File: config.mk
export PLATFORM = sky130hd
export DESIGN_NAME = dm_port_arbiter
export DESIGN_NICKNAME = d
export VERILOG_FILES = /design/src/rtl/dm_port_arbiter.sv
export SDC_FILE = /design/constraint.sdc
export NUM_CORES = 1
export LEC_CHECK = 0
export ABC_AREA = 1
export CAP_MARGIN = 40
export CORE_AREA = 2 2 123 125
export DETAILED_ROUTE_END_ITERATION = 12
export DIE_AREA = 0 0 125 127
export PLACE_DENSITY = 0.7
export SETUP_SLACK_MARGIN = 0.3
export SYNTH_ARGS = -nofsm -noshare
export SYNTH_HDL_FRONTEND = slang
export SYNTH_SLANG_ARGS = --single-unit
export TNS_END_PERCENT = 50
File: constraint.sdc
create_clock -name clk -period 1.9 [get_ports clk]
set_clock_uncertainty 0.15 [all_clocks]
set_input_delay 0.285 -clock clk [delete_from_list [all_inputs] [get_ports clk]]
set_output_delay 0.285 -clock clk [all_outputs]
set_load 0.03 [all_outputs]
File: src/rtl/dm_port_arbiter.sv
// Two-master arbiter in front of the single-port data memory.
// M0 has priority, M1 is promoted after waiting, and locked bursts are length-capped.
module dm_port_arbiter #(
  parameter int unsigned STARVE_LIMIT = 4,
  parameter int unsigned LOCK_MAX     = 16
) (
  input  logic        clk,
  input  logic        reset,
  input  logic        m0_req,
  input  logic        m0_we,
  input  logic        m0_lock,
  input  logic [31:0] m0_addr,
  input  logic [31:0] m0_wdata,
  input  logic [3:0]  m0_be,
  output logic        m0_gnt,
  output logic        m0_rvalid,
  output logic [31:0] m0_rdata,
  input  logic        m1_req,
  input  logic        m1_we,
  input  logic        m1_lock,
  input  logic [31:0] m1_addr,
  input  logic [31:0] m1_wdata,
  input  logic [3:0]  m1_be,
  output logic        m1_gnt,
  output logic        m1_rvalid,
  output logic [31:0] m1_rdata,
  output logic [31:0] mem_addr,
  output logic [31:0] mem_wdata,
  output logic        mem_we,
  output logic [3:0]  mem_byteen,
  input  logic [31:0] mem_rdata,
  output logic        err
);

  localparam int unsigned WCW = $clog2(STARVE_LIMIT + 1);
  localparam int unsigned LCW = $clog2(LOCK_MAX + 1);

  typedef enum logic [1:0] {IDLE, LOCK0, LOCK1} state_e;

  state_e           state_q, state_d;
  logic [WCW-1:0]   wait_cnt_q, wait_cnt_d;
  logic [LCW-1:0]   lock_cnt_q, lock_cnt_d;
  logic             m0_rvalid_q, m1_rvalid_q, err_q;
  logic [31:0]      m0_rdata_q, m1_rdata_q;
  logic             win0, win1, sel_we, sel_lock, be_ok;

  function automatic logic be_legal(input logic [3:0] be);
    case (be)
      4'b0000, 4'b0001, 4'b0010, 4'b0100,
      4'b1000, 4'b0011, 4'b1100, 4'b1111: be_legal = 1'b1;
      default:                            be_legal = 1'b0;
    endcase
  endfunction

  // Winner selection, next state and the DM-side mux.
  always_comb begin
    win0       = 1'b0;
    win1       = 1'b0;
    state_d    = IDLE;
    lock_cnt_d = '0;
    wait_cnt_d = '0;
    mem_addr   = '0;
    mem_wdata  = '0;
    mem_byteen = '0;
    sel_we     = 1'b0;
    sel_lock   = 1'b0;

    case (state_q)
      IDLE: begin
        if (m1_req && (!m0_req || wait_cnt_q == WCW'(STARVE_LIMIT))) win1 = 1'b1;
        else if (m0_req)                                             win0 = 1'b1;
      end
      LOCK0:   win0 = m0_req;
      LOCK1:   win1 = m1_req;
      default: ;
    endcase

    // Nothing is granted while reset is asserted.
    if (!reset) begin
      win0 = 1'b0;
      win1 = 1'b0;
    end

    if (win0) begin
      mem_addr   = m0_addr;
      mem_wdata  = m0_wdata;
      mem_byteen = m0_be;
      sel_we     = m0_we;
      sel_lock   = m0_lock;
    end else if (win1) begin
      mem_addr   = m1_addr;
      mem_wdata  = m1_wdata;
      mem_byteen = m1_be;
      sel_we     = m1_we;
      sel_lock   = m1_lock;
    end

    be_ok  = be_legal(mem_byteen);
    mem_we = sel_we & be_ok & (mem_byteen != 4'b0000);

    // The grant that would bring the burst to LOCK_MAX ignores lock.
    if ((win0 || win1) && sel_lock && (lock_cnt_q != LCW'(LOCK_MAX - 1))) begin
      state_d    = win0 ? LOCK0 : LOCK1;
      lock_cnt_d = lock_cnt_q + LCW'(1);
    end

    if (m1_req && !win1)
      wait_cnt_d = (wait_cnt_q == WCW'(STARVE_LIMIT)) ? wait_cnt_q : wait_cnt_q + WCW'(1);
  end

  always_ff @(posedge clk or negedge reset) begin
    if (!reset) begin
      state_q     <= IDLE;
      wait_cnt_q  <= '0;
      lock_cnt_q  <= '0;
      m0_rvalid_q <= 1'b0;
      m1_rvalid_q <= 1'b0;
      m0_rdata_q  <= '0;
      m1_rdata_q  <= '0;
      err_q       <= 1'b0;
    end else begin
      state_q     <= state_d;
      wait_cnt_q  <= wait_cnt_d;
      lock_cnt_q  <= lock_cnt_d;
      m0_rvalid_q <= win0 & ~m0_we;
      m1_rvalid_q <= win1 & ~m1_we;
      err_q       <= (win0 | win1) & ~be_ok;
      if (win0 && !m0_we) m0_rdata_q <= mem_rdata;
      if (win1 && !m1_we) m1_rdata_q <= mem_rdata;
    end
  end

  assign m0_gnt    = win0;
  assign m1_gnt    = win1;
  assign m0_rvalid = m0_rvalid_q;
  assign m1_rvalid = m1_rvalid_q;
  assign m0_rdata  = m0_rdata_q;
  assign m1_rdata  = m1_rdata_q;
  assign err       = err_q;

endmodule

==> impl_metrics.prom <==
# TYPE chip_impl_metric gauge
chip_impl_metric{name="ff2ff_setup_slack",unit="ns"} -0.54
chip_impl_metric{name="max_freq",unit="MHz"} 379.5
chip_impl_metric{name="clock_insertion_delay_worst_skew",unit="ns"} 0.33
chip_impl_info{name="regToRegStartpoint",value="wait_cnt_q[0]$_DFFE_PN0P_"} 1
chip_impl_metric{name="post_synth.cell_area_avg",unit="um^2"} 9.117
chip_impl_info{name="nature_of_the_critical_path_startpoint",value="flip-flop"} 1
chip_impl_metric{name="residual_drc_count",unit=""} 0
chip_impl_metric{name="met3_wirelength",unit="mm"} 1.140
chip_impl_info{name="top_layer_used",value="met4"} 1
chip_impl_metric{name="gr-total-overflow",unit=""} 0
chip_impl_metric{name="synth_warnings",unit=""} 0
chip_impl_metric{name="io_buffers",unit=""} 313
chip_impl_metric{name="io-pin-count",unit=""} 314
chip_impl_metric{name="timing_worst_slew_pin_value",unit="ns"} 0.6517
chip_impl_metric{name="fp.dieW",unit="um"} 125
chip_impl_metric{name="worst_r2r_path_depth",unit=""} 18
chip_impl_metric{name="design.core.area",unit="um^2"} 14420
chip_impl_metric{name="clk_pin_slew_worst_paths",unit="ns"} 0.05
chip_impl_info{name="critical_path.endpoint_type",value="primary output"} 1
chip_impl_metric{name="hold_ws",unit="ns"} 0.3214
chip_impl_info{name="worst_hold_path_type",value="flip-flop to flip-flop"} 1
chip_impl_metric{name="flow.area_growth_from_synthesis",unit="%"} 156.8
chip_impl_metric{name="leakagePower",unit="nW"} 5.278
chip_impl_metric{name="cts_inserted_buffers",unit=""} 9
chip_impl_info{name="critPathSlowestCell",value="dfrtp_1"} 1
chip_impl_metric{name="net_count_of_the_mapped_netlist",unit=""} 596
chip_impl_metric{name="synth.lib_cells_used.distinct",unit=""} 23
chip_impl_metric{name="vias_per_cell",unit=""} 4.776
chip_impl_metric{name="postLayoutSetupSlackWorst",unit="ns"} -0.7354
chip_impl_metric{name="met2WireLength",unit="mm"} 10.89
chip_impl_metric{name="antenna_found_initial",unit=""} 0
chip_impl_metric{name="post_drt_wl_per_cell",unit="um"} 20.46
chip_impl_metric{name="setup-violations-final",unit=""} 142
chip_impl_metric{name="maximum_number_of_pins_on_one_net_before_global_route_repair",unit=""} 52
chip_impl_metric{name="synth.yosys.seq_area_share",unit="%"} 50.93
chip_impl_info{name="synth_top_cells_by_area",value="dfrtp_1, a22o_1, nand2_1, o21ai_1, inv_1"} 1
chip_impl_info{name="timing.critical_path.to",value="mem_we"} 1
chip_impl_info{name="clk_root_buffer_cell",value="clkbuf_16"} 1
chip_impl_metric{name="netlist_area",unit="um^2"} 3784
chip_impl_metric{name="dp.final_hpwl",unit="mm"} 13.30
chip_impl_metric{name="synth_cells",unit=""} 415
chip_impl_metric{name="antenna_cells",unit=""} 0
chip_impl_metric{name="grt_pass1_wl",unit="mm"} 28.10
chip_impl_metric{name="grt_util_all_layers",unit="%"} 22.44
chip_impl_metric{name="drv_slew",unit=""} 0
chip_impl_metric{name="slew_headroom",unit="%"} 56.55
chip_impl_metric{name="routed_wl",unit="mm"} 19.99
chip_impl_metric{name="total_vias_in_the_final_route",unit=""} 4666
chip_impl_metric{name="yosys_register_bits",unit=""} 77
chip_impl_info{name="grt_setup_unrepaired",value="yes"} 1
chip_impl_metric{name="design_power_total",unit="mW"} 7.500
chip_impl_info{name="failed_checks",value="setup timing"} 1
chip_impl_metric{name="drt_pre_antenna_iters",unit=""} 4
chip_impl_metric{name="fp.dieH",unit="um"} 127
chip_impl_info{name="reg2reg_to",value="m0_rdata[24]$_DFFE_PN0P_"} 1
chip_impl_metric{name="cts.sinks",unit=""} 77
chip_impl_metric{name="finalSetupTns",unit="ns"} -64.57
chip_impl_metric{name="dieArea",unit="um^2"} 15880
chip_impl_metric{name="synth_largest_type_area_fraction",unit="%"} 50.93
chip_impl_metric{name="placementRows",unit=""} 44
chip_impl_info{name="status",value="finished with violations"} 1
chip_impl_info{name="cts_tree",value="done"} 1
chip_impl_metric{name="path_max_fanout",unit=""} 3
chip_impl_metric{name="layout_min_cycle_time",unit="ns"} 2.635
chip_impl_metric{name="final_hold_viol_count",unit=""} 0
chip_impl_metric{name="finish.net_count",unit=""} 971
chip_impl_metric{name="post_route_met1_wirelength",unit="mm"} 7.399
chip_impl_metric{name="clk_path_buf_depth",unit=""} 2
chip_impl_metric{name="power_density",unit="nW/um^2"} 772.0
chip_impl_metric{name="maxCapViolations",unit=""} 0
chip_impl_metric{name="max_stage_delay",unit="ns"} 0.36
chip_impl_metric{name="antenna_violating_nets_remaining",unit=""} 0
chip_impl_metric{name="timing.critical_path.arrival",unit="ns"} 2.20
chip_impl_info{name="worst_setup_path_startpoint",value="wait_cnt_q[0]$_DFFE_PN0P_"} 1
chip_impl_metric{name="detailedRoute.firstIterationViolations",unit=""} 188
chip_impl_metric{name="timing.final.crit_share",unit="%"} 138.7
chip_impl_metric{name="via_count_of_the_first_global_routing_pass",unit=""} 4969
chip_impl_info{name="timing.setup.critical_path_class",value="flip-flop to primary output"} 1
chip_impl_metric{name="fin_util",unit="%"} 67.36
chip_impl_metric{name="final_layout_size_suffix_gt1_share",unit="%"} 40.61
chip_impl_metric{name="vdd.ir_drop.worst",unit="V"} 0.0007593
chip_impl_metric{name="place_congestion",unit=""} 0.9253
chip_impl_metric{name="placed_cell_area",unit="um^2"} 7885
chip_impl_info{name="timing.critical_path.cells",value="inv_2, ha_4, nand2_4, nand2_2, nand2_2, nand2_4, o22ai_4, inv_2, ha_4, inv_2, nand2_1, nand2_1, nand2_2, a21oi_4, buf_6"} 1
chip_impl_info{name="netlist.top_cell.by_area",value="dfrtp_1"} 1
chip_impl_metric{name="floorplan.initialDensity",unit="%"} 26.23
chip_impl_metric{name="clock_tree.htree_level_count",unit=""} 3
chip_impl_metric{name="fin_area",unit="um^2"} 9716
chip_impl_metric{name="worstPathRequired",unit="ns"} 1.46
registers in the layout, summed over array words and instances (netlist names):
name        count
lock_cnt_q      5
m1_rvalid       1
m0_rdata       32
err             1
m1_rdata       32
state_q         2
m0_rvalid       1
wait_cnt_q      3
worst max-delay path, delay by kind of cell, from the launching register on:
kind	cells	cell delay, ns
adders and majority gates	2	0.40
DFF	1	0.36
and+or+nand+nor	7	0.51
AOI/OAI and AO/OA	2	0.27
buffers and inverters	4	0.31
synth_stat cells (all sizes together):
cell   number
xor2        2
and2        1
nor2       14
nand2      90
nand3      10
nor3b       1
dfrtp      77
xnor2       1
inv        55
o21ai      64
a21oi       4
ha          5
a22o       63
o22ai       2
buf        26
stage by stage:
step	setup WS [ns]	std cells
global route	-0.8778	977
floorplan	-0.5147	415
CTS	-0.7178	969
finish	-0.7354	977
global placement	-0.6748	923
detailed placement	-0.7695	923
layout make-up:
| cell class | instances | area [um^2] |
|---|---|---|
| clock buffers | 11 | 252.7 |
| well taps | 184 | 230.2 |
| fillers | 1033 | 4708 |
| inverters | 55 | 249.0 |
| multi-input cells | 257 | 2432 |
| clock inverters | 3 | 46.29 |
| flip-flops and latches | 77 | 1927 |
| repair buffers | 390 | 4578 |
placed cells by master, fill, tap and decap left out, types with 3 or more instances in the layout:
| cell type | count |
|---|---|
| nand3_1 | 5 |
| buf_6 | 77 |
| inv_2 | 6 |
| nand2_1 | 44 |
| nor2_1 | 10 |
| clkbuf_16 | 11 |
| nand3_4 | 5 |
| buf_16 | 15 |
| buf_4 | 33 |
| inv_1 | 45 |
| buf_8 | 3 |
| nor2_4 | 3 |
| dlymetal6s2s_1 | 65 |
| nand2_4 | 13 |
| a22o_4 | 60 |
| o21ai_2 | 24 |
| a22o_1 | 3 |
| nand2_2 | 33 |
| dfrtp_1 | 77 |
| ha_1 | 3 |
| clkdlybuf4s50_1 | 174 |
| buf_12 | 17 |
| o21ai_1 | 37 |
power breakdown:
group          internal [mW]  total [mW]  switching, mW  leakage, nW
Clock                   1.08        1.74          0.661        0.144
Combinational           1.72        3.55           1.83         4.15
Sequential              1.98        2.21          0.231        0.980
Total                   4.77        7.50           2.73         5.28
repair_timing:
item / CTS / global route
hold endpoints to repair: 26 / 0
gates resized for setup: 107 / 170
pin swaps: 12 / 9
gates cloned: 13 / 2
setup buffers: 17 / 6
endpoints found under the setup margin: 210 / 214
hold buffers: 2 / 0
worst min-delay path by stage:
stage,startpoint,end,depth (start not counted)
finish,lock_cnt_q[0]$_DFF_PN0_,lock_cnt_q[0]$_DFF_PN0_,1
global route,lock_cnt_q[0]$_DFF_PN0_,lock_cnt_q[0]$_DFF_PN0_,1
CTS,m1_req,wait_cnt_q[2]$_DFFE_PN0P_,3
detailed placement,reset,m0_rdata[1]$_DFFE_PN0P_,2
global placement,reset,m0_rdata[1]$_DFFE_PN0P_,2
floorplan,reset,err$_DFF_PN0_,0
routing by layer:
metal | track usage [%] | vias up
met1 | 26.42 | 2270
li1 | - | 2160
met2 | 41.21 | 191
met5 | 0 | -
met4 | 5.163 | 0
met3 | 5.653 | 45
kinds of logic (layout without fill, tap and decap cells):
group                      after synthesis  in the layout  share of synthesized area, %
adders and majority gates                5              5                         1.653
xor gates and xnor gates                 3              3                        0.6946
and+or+nand+nor                        116            116                         12.93
DFF                                     77             77                         50.93
buffers and inverters                   81            459                         9.888
AOI/OAI and AO/OA                      133            133                         23.91
(Power assumes the default switching activity.)
